<file path="src/rtl/red_pitaya_pwm_pkg.sv">
// ---------------------------------------------------------------------------
// red_pitaya_pwm_pkg
// Shared definitions for the multi-channel slow-DAC PWM generator.
//   - default parameter constants (channel count, duty width, dither length,
//     PWM period)
//   - default-width configuration word layout {coarse, mask}
//   - width helpers used to size the period/sub-period counters and the
//     duty datapath
// Modules that need the configuration word at non-default widths declare a
// local struct with the same field order, because a package cannot carry a
// parametrised type.
// ---------------------------------------------------------------------------
package red_pitaya_pwm_pkg;

   localparam int PWM_CHN_DEF  = 4;
   localparam int PWM_CW_DEF   = 8;
   localparam int PWM_CYC_DEF  = 16;
   localparam int PWM_FULL_DEF = 156;

   // One channel's configuration word: coarse duty in the upper bits, the
   // per-sub-period dither mask in the lower bits.
   typedef struct packed {
      logic [PWM_CW_DEF-1:0]  coarse;
      logic [PWM_CYC_DEF-1:0] mask;
   } pwm_cfg_def_t;

   // Width of a counter running 0..n-1. Never less than one bit, so a
   // degenerate count of 1 still yields a legal vector.
   function automatic int cnt_width(input int n);
      return (n > 1) ? $clog2(n) : 1;
   endfunction

   function automatic int max_int(input int a, input int b);
      return (a > b) ? a : b;
   endfunction

endpackage

</file>
<file path="src/rtl/red_pitaya_pwm_ch.sv">
// ---------------------------------------------------------------------------
// red_pitaya_pwm_ch
// One PWM channel of the slow-DAC generator.
//   - shadow register takes every write; the active register is reloaded
//     only at the frame boundary, so a frame never mixes old and new values
//   - a write landing in the boundary cycle itself bypasses the shadow and
//     goes straight into the active register
//   - the shared period counter is rotated by a fixed PHASE offset before
//     comparison (PHASE = 0 gives edge-aligned channels)
//   - the dither bit for the current sub-period is added to the coarse duty
//     and compared against the rotated counter; the result is registered
// Ports:
//   pwm_clk   clock
//   pwm_rst   synchronous active-high reset
//   cnt       shared period counter, 0..FULL-1
//   sub       shared sub-period index, 0..CYC-1
//   boundary  high in the last cycle of a frame
//   cfg_dat   this channel's {coarse, mask} word
//   cfg_we    write strobe for cfg_dat
//   pwm       registered PWM output
// ---------------------------------------------------------------------------
module red_pitaya_pwm_ch
   import red_pitaya_pwm_pkg::*;
#(
   parameter int CW    = PWM_CW_DEF,
   parameter int CYC   = PWM_CYC_DEF,
   parameter int FULL  = PWM_FULL_DEF,
   parameter int PHASE = 0,
   localparam int CNTW = cnt_width(FULL),
   localparam int SUBW = cnt_width(CYC)
)(
   input  logic                pwm_clk,
   input  logic                pwm_rst,
   input  logic [CNTW-1:0]     cnt,
   input  logic [SUBW-1:0]     sub,
   input  logic                boundary,
   input  logic [CW+CYC-1:0]   cfg_dat,
   input  logic                cfg_we,
   output logic                pwm
);

   // One spare bit above the wider of duty and counter, so coarse plus the
   // dither bit can never wrap and a coarse above FULL-1 saturates high.
   localparam int VW   = max_int(CW, CNTW) + 1;
   localparam int SUMW = CNTW + 1;
   localparam int OFF  = PHASE % FULL;

   typedef struct packed {
      logic [CW-1:0]  coarse;
      logic [CYC-1:0] mask;
   } cfg_t;

   cfg_t            cfg_word;
   cfg_t            shadow;
   cfg_t            active;
   logic [SUMW-1:0] cnt_sum;
   logic [CNTW-1:0] cnt_k;
   logic            dither;
   logic [VW-1:0]   duty;

   assign cfg_word = cfg_dat;

   // Shadow captures every write; the last write of a frame is what the
   // next boundary will pick up.
   always_ff @(posedge pwm_clk) begin
      if (pwm_rst) begin
         shadow <= '0;
      end else if (cfg_we) begin
         shadow <= cfg_word;
      end
   end

   // Active register only changes at the frame boundary. A write arriving
   // in that very cycle has not reached the shadow yet, so it is forwarded
   // directly to make it count for the frame that is just starting.
   always_ff @(posedge pwm_clk) begin
      if (pwm_rst) begin
         active <= '0;
      end else if (boundary) begin
         active <= cfg_we ? cfg_word : shadow;
      end
   end

   // Rotate the shared counter by this channel's phase offset. The sum is
   // below 2*FULL, so a single conditional subtract is a full modulo.
   always_comb begin
      cnt_sum = {1'b0, cnt} + SUMW'(OFF);
      cnt_k   = cnt_sum[CNTW-1:0];
      if (cnt_sum >= SUMW'(FULL)) begin
         cnt_k = CNTW'(cnt_sum - SUMW'(FULL));
      end
   end

   assign dither = active.mask[sub];
   assign duty   = VW'(active.coarse) + VW'(dither);

   always_ff @(posedge pwm_clk) begin
      if (pwm_rst) begin
         pwm <= 1'b0;
      end else begin
         pwm <= (VW'(cnt_k) < duty);
      end
   end

endmodule

</file>
<file path="src/rtl/red_pitaya_pwm_dac.sv">
// ---------------------------------------------------------------------------
// red_pitaya_pwm_dac
// Multi-channel slow-DAC PWM generator with per-period dither and
// frame-atomic double-buffered configuration.
//   A period is FULL clocks (cnt 0..FULL-1); a frame is CYC periods
//   (sub 0..CYC-1). Channel k's high time in sub-period s is
//   coarse_k + mask_k[s] clocks, clipped at FULL.
// Ports:
//   pwm_clk_i  clock (pwm_clk domain, single clock)
//   pwm_rst_i  synchronous active-high reset
//   cfg_dat_i  CHN words of {coarse[CW-1:0], mask[CYC-1:0]}, channel k at
//              slice k
//   cfg_we_i   per-channel write strobe
//   pwm_o      registered PWM outputs
//   frame_o    one-cycle pulse in the first cycle of each new frame
// Configuration macro:
//   RED_PITAYA_PWM_PHASE_EN  when defined, channel k compares against
//                            (cnt + k*(FULL/CHN)) mod FULL so rising edges
//                            are staggered; sub and the frame boundary stay
//                            on the un-offset counter
// ---------------------------------------------------------------------------
module red_pitaya_pwm_dac
   import red_pitaya_pwm_pkg::*;
#(
   parameter int CHN  = PWM_CHN_DEF,
   parameter int CW   = PWM_CW_DEF,
   parameter int CYC  = PWM_CYC_DEF,
   parameter int FULL = PWM_FULL_DEF
)(
   input  logic                      pwm_clk_i,
   input  logic                      pwm_rst_i,
   input  logic [CHN*(CW+CYC)-1:0]   cfg_dat_i,
   input  logic [CHN-1:0]            cfg_we_i,
   output logic [CHN-1:0]            pwm_o,
   output logic                      frame_o
);

   localparam int CNTW = cnt_width(FULL);
   localparam int SUBW = cnt_width(CYC);
   localparam int WW   = CW + CYC;

   logic [CNTW-1:0] cnt;
   logic [SUBW-1:0] sub;
   logic            cnt_wrap;
   logic            boundary;

   assign cnt_wrap = (cnt == CNTW'(FULL - 1));
   assign boundary = cnt_wrap && (sub == SUBW'(CYC - 1));

   // Shared period counter and sub-period index. frame_o is the registered
   // boundary, so it lands on the cycle with cnt==0, sub==0 that follows a
   // boundary; the first frame after reset has no preceding boundary and
   // therefore no pulse.
   always_ff @(posedge pwm_clk_i) begin
      if (pwm_rst_i) begin
         cnt     <= '0;
         sub     <= '0;
         frame_o <= 1'b0;
      end else begin
         frame_o <= boundary;
         if (cnt_wrap) begin
            cnt <= '0;
            sub <= (sub == SUBW'(CYC - 1)) ? '0 : sub + 1'b1;
         end else begin
            cnt <= cnt + 1'b1;
         end
      end
   end

   for (genvar k = 0; k < CHN; k++) begin : g_ch
`ifdef RED_PITAYA_PWM_PHASE_EN
      localparam int PHASE = k * (FULL / CHN);
`else
      localparam int PHASE = 0;
`endif

      red_pitaya_pwm_ch #(
         .CW    (CW),
         .CYC   (CYC),
         .FULL  (FULL),
         .PHASE (PHASE)
      ) u_ch (
         .pwm_clk  (pwm_clk_i),
         .pwm_rst  (pwm_rst_i),
         .cnt      (cnt),
         .sub      (sub),
         .boundary (boundary),
         .cfg_dat  (cfg_dat_i[k*WW +: WW]),
         .cfg_we   (cfg_we_i[k]),
         .pwm      (pwm_o[k])
      );
   end

endmodule

</file>
<file path="config.mk">
export PLATFORM = sky130hd
export DESIGN_NAME = red_pitaya_pwm_dac
export DESIGN_NICKNAME = d
export VERILOG_FILES = /design/src/rtl/red_pitaya_pwm_pkg.sv /design/src/rtl/red_pitaya_pwm_ch.sv /design/src/rtl/red_pitaya_pwm_dac.sv
export SDC_FILE = /design/constraint.sdc
export NUM_CORES = 1
export LEC_CHECK = 0
export BUFFER_PORTS_ARGS = -buffer_cell sky130_fd_sc_hd__clkbuf_2
export CORE_MARGIN = 2
export CORE_UTILIZATION = 40
export CTS_CLUSTER_DIAMETER = 80
export DETAILED_ROUTE_END_ITERATION = 8
export PLACE_DENSITY = 0.6
export SLEW_MARGIN = 30
export SYNTH_ARGS = -nofsm -noshare
export SYNTH_HDL_FRONTEND = slang
export SYNTH_HIERARCHICAL = 1
export SYNTH_SLANG_ARGS = --single-unit
</file>
<file path="constraint.sdc">
create_clock -name pwm_clk_i -period 4.35 [get_ports pwm_clk_i]
set_input_delay 0.2175 -clock pwm_clk_i [delete_from_list [all_inputs] [get_ports pwm_clk_i]]
set_output_delay 0.2175 -clock pwm_clk_i [all_outputs]
set_load 0.05 [all_outputs]
</file>
==> key figures <==
STA
  • Max transition margin: 44.35%
  • Tmin final: 3.664 ns
  • Count of pins over their slew limit: 0
  • Unrepaired setup endpoints after global routing: no
  • Total negative slack: 0 ns
  • Smallest setup slack after layout: 0.6858 ns
  • Final period util: 84.23%
  • Final Hold Viols: 0
  • Final setup viols: 0
  • Slew @ Worst Pin: 0.8348 ns
  • Achievable Freq: 272.9 MHz
  • Worst Clk Skew: 0.007916 ns

Logic synthesis
  • Largest cells by area after synthesis: dfxtp_1, mux2i_1, nor2_1, a211oi_1, ha_1
  • Top cell type's share of synthesized area: 45.34%
  • Yosys warning total: 6
  • Post-synth EDFFs: 0
  • Syn_nets: 1066
  • Distinct cells, synth: 43
  • Syn Inst Count: 918
  • Mean Syn Cell Area: 10.05 um2
  • #FFs+latches synth: 209
  • Register area share after synthesis: 45.34%
  • Prevailing post-synth register cell: dfxtp_1
  • Async S/R FF share, synth: 0%
  • Top cell type by total area after synthesis: dfxtp_1
  • Synthesized area: 0.009229 mm2

Finish
  • Area Overhead vs Synth: 21.89%
  • Fillers: 2085
  • Reg area: 0.004184 mm2
  • Nets@finish: 1206
  • Antenna diode instance count: 0
  • Non-Filler Cell Area, Final: 0.01125 mm2
  • Area occupied by multi-input gates: 0.004777 mm2
  • Layout cells sized above 1: 15.00%

CTS
  • CTS sink cnt: 209
  • Clk buf depth: 3
  • Root Buffer: clkbuf_16
  • Worst-path clk slew: 0.06 ns
  • CTS tree: built
  • CTS resizes: 0
  • CTS Buf Count: 22
  • Postcts setup bufs: 0
  • Worst-skew pair later-pin latency: 0.50 ns
  • H-tree Lvls: 1

Floorplan
  • # rows: 55
  • Die H: 155.9 um
  • Core Box Area: 0.02264 mm2
  • Die width: 155.9 um
  • Ports: 107
  • Die ar.: 0.02430 mm2
  • Starting Density: 40.76%

Pwr
  • IR Drop Worst-Case VDD: 281.1 uV
  • Combinational share of power: 7.2%
  • P_int: 3.176 mW
  • Switching Share: 22.54%
  • Power per Cell Area: 364.5 mW/mm2
  • NetSw: 0.9241 mW
  • Seq pwr share: 48.7%
  • Clock network fraction of total power: 44.2%
  • P_leak: 4.644 nW

Min path
  • Hold Crit Start: cfg_dat_i[82]
  • Worst hold path class: in2reg

Routing
  • Post-route ant nets: 0
  • Routed WL: 19250 um
  • Avg WL per Cell: 14.18 um
  • Drt via density: 5.093
  • Iteration-0 DRC Markers: 327
  • Initial DRT Pass Iterations: 4
  • DR DRC count: 0
  • Vias: 6916

Setup path
  • CP Max Fanout: 17
  • CP Capture Point: g_ch[0].u_ch/pwm$_SDFF_PP0_
  • Reg2reg start: sub[0]$_SDFFE_PP0N_
  • FF-to-FF End: g_ch[0].u_ch/pwm$_SDFF_PP0_
  • Worst R2R Setup Slack: 0.69 ns
  • CP startpoint: sub[0]$_SDFFE_PP0N_
  • CP arrival: 4.11 ns
  • CP Capture Type: register
  • Worst R2R Path Depth: 13
  • Critical Path Source Type: register
  • Worst EP required: 4.79 ns
  • CP Class: reg2reg

Place
  • GP Congestion: 0.7282
  • Post-DP HPWL: 12770 um
  • Area after DPL: 0.009972 mm2
  • IO Port Bufs: 106
  • Pre-CTS WS: 0.7041 ns

GRT
  • Total GRT Usage: 15.91%
  • Vias in the first global route: 6614
  • Largest net degree at the start of global routing: 116
  • Initial antenna violation count: 0
  • First-pass GRT wire length: 32170 um
  • Total gr overflow: 0

Status
  • Status: finished, final reports clean

Job
  • Max cap viols: 0
power by group through the flow:
stage | Combinational, mW | Sequential (mW) | Clock (mW)
5_1_grt | 0.326 | 2.00 | 1.94
2_1_floorplan | 0.155 | 2.04 | 0
3_5_place_dp | 0.257 | 2.04 | 0
6_report | 0.294 | 2.00 | 1.81
4_1_cts | 0.298 | 2.00 | 1.85
3_3_place_gp | 0.256 | 2.04 | 0
Yosys cell counts (5+ instances only):
library cell    n
mux2i_1        96
xor2_1         23
mux2_2          5
nand3_1        18
nand2_1        19
o31ai_1         5
a211oi_1      100
buf_1           7
and4_1          7
a31oi_1         5
mux4_1         16
buf_2          12
ha_1           46
xnor2_1        15
dfxtp_1       209
inv_1          16
a21oi_1         9
and2_1          5
nand4_1         6
o21ai_0        10
nor2_1        202
clkbuf_1       33
a21o_1          5
nor4_1          6
worst min path at each step:
| stage | cells past startpoint | slack [ns] | endpoint |
|---|---|---|---|
| 2_1_floorplan | 1 | 0.29 | cnt[5]$_SDFF_PP0_ |
| 3_3_place_gp | 2 | 0.47 | g_ch[2].u_ch/shadow[15]$_SDFF_PP0_ |
| 3_5_place_dp | 2 | 0.48 | g_ch[1].u_ch/active[11]$_SDFFE_PP0P_ |
| 4_1_cts | 3 | 0.0003 | g_ch[1].u_ch/shadow[2]$_SDFF_PP0_ |
| 5_1_grt | 3 | 0.01 | g_ch[3].u_ch/shadow[14]$_SDFF_PP0_ |
| 6_report | 3 | 0.008 | g_ch[3].u_ch/shadow[10]$_SDFF_PP0_ |
per-layer routing:
metal / track usage [%] / wire, um / share of wire [%] / vias to the layer above
met5: 0 / 0 / 0 / -
met4: 3.976 / 337 / 1.8 / 0
met3: 2.472 / 719 / 3.7 / 27
met2: 27.08 / 9148 / 48 / 96
met1: 21.21 / 9048 / 47 / 3188
li1: - / - / - / 3605
registers in the layout, indices dropped and copies added (netlist names):
name,flops
g_ch.u_ch/pwm,4
frame_o,1
cnt,8
g_ch.u_ch/shadow,96
g_ch.u_ch/active,96
sub,4
metrics by stage:
stage | power [mW] | utilization (%) | cells | hold WS, ns
after CTS | 4.149 | 49.69 | 1358 | 0.0002686
after global routing | 4.270 | 49.69 | 1358 | 0.01069
after floorplan | 2.198 | - | 918 | 0.2866
final | 4.101 | 49.69 | 1358 | 0.007534
after global placement | 2.294 | 44.05 | 1262 | 0.4735
after detailed placement | 2.296 | 44.05 | 1262 | 0.4752
area by class of cell:
type / count / share of cell area, %
clock buffers: 32 / 5.950
flip-flops and latches: 209 / 37.19
multi-input cells: 640 / 42.46
inverters: 16 / 0.5339
well taps: 285 / 3.170
repair buffers: 169 / 10.35
clock inverters: 7 / 0.3337
logic make-up after synthesis:
family                   share of synthesized area, %
AO/OA/AOI/OAI                                   12.23
XOR/XNOR                                        3.606
adder cells (fa/ha/maj)                         6.236
buffers and inverters                           2.983
flip-flops                                      45.34
multiplexers                                    16.55
AND/OR/NAND/NOR                                 13.06
critical path: stages, from the launching register on:
cell and delay, ns:
dfxtp_1 0.45, buf_4 0.33, mux4_1 0.59, mux4_2 0.48
ha_1 0.20, ha_1 0.21, nand3_1 0.14, nor2_1 0.08
xnor2_1 0.12, ha_1 0.30, a21o_1 0.17, a211oi_1 0.32
o211ai_1 0.14, nand2_1 0.08
timing repair:
| item | CTS | global route |
|---|---|---|
| hold buffers | 57 | 0 |
| setup endpoints to repair | 0 | 0 |
| hold endpoints to repair | 57 | 0 |
layout by cell type, fill, tap and decap left out, types with 7 or more instances in the layout:
cell type	count
a211oi_1	100
a21oi_1	9
and4_1	7
clkbuf_16	23
clkbuf_2	105
dfxtp_1	209
dlygate4sd3_1	57
ha_1	46
inv_1	16
mux2i_1	96
mux4_1	16
nand2_1	19
nand3_1	18
nor2_1	201
o21ai_0	10
xnor2_1	15
xor2_1	23
Note: power is estimated with default switching activity, not from simulation.
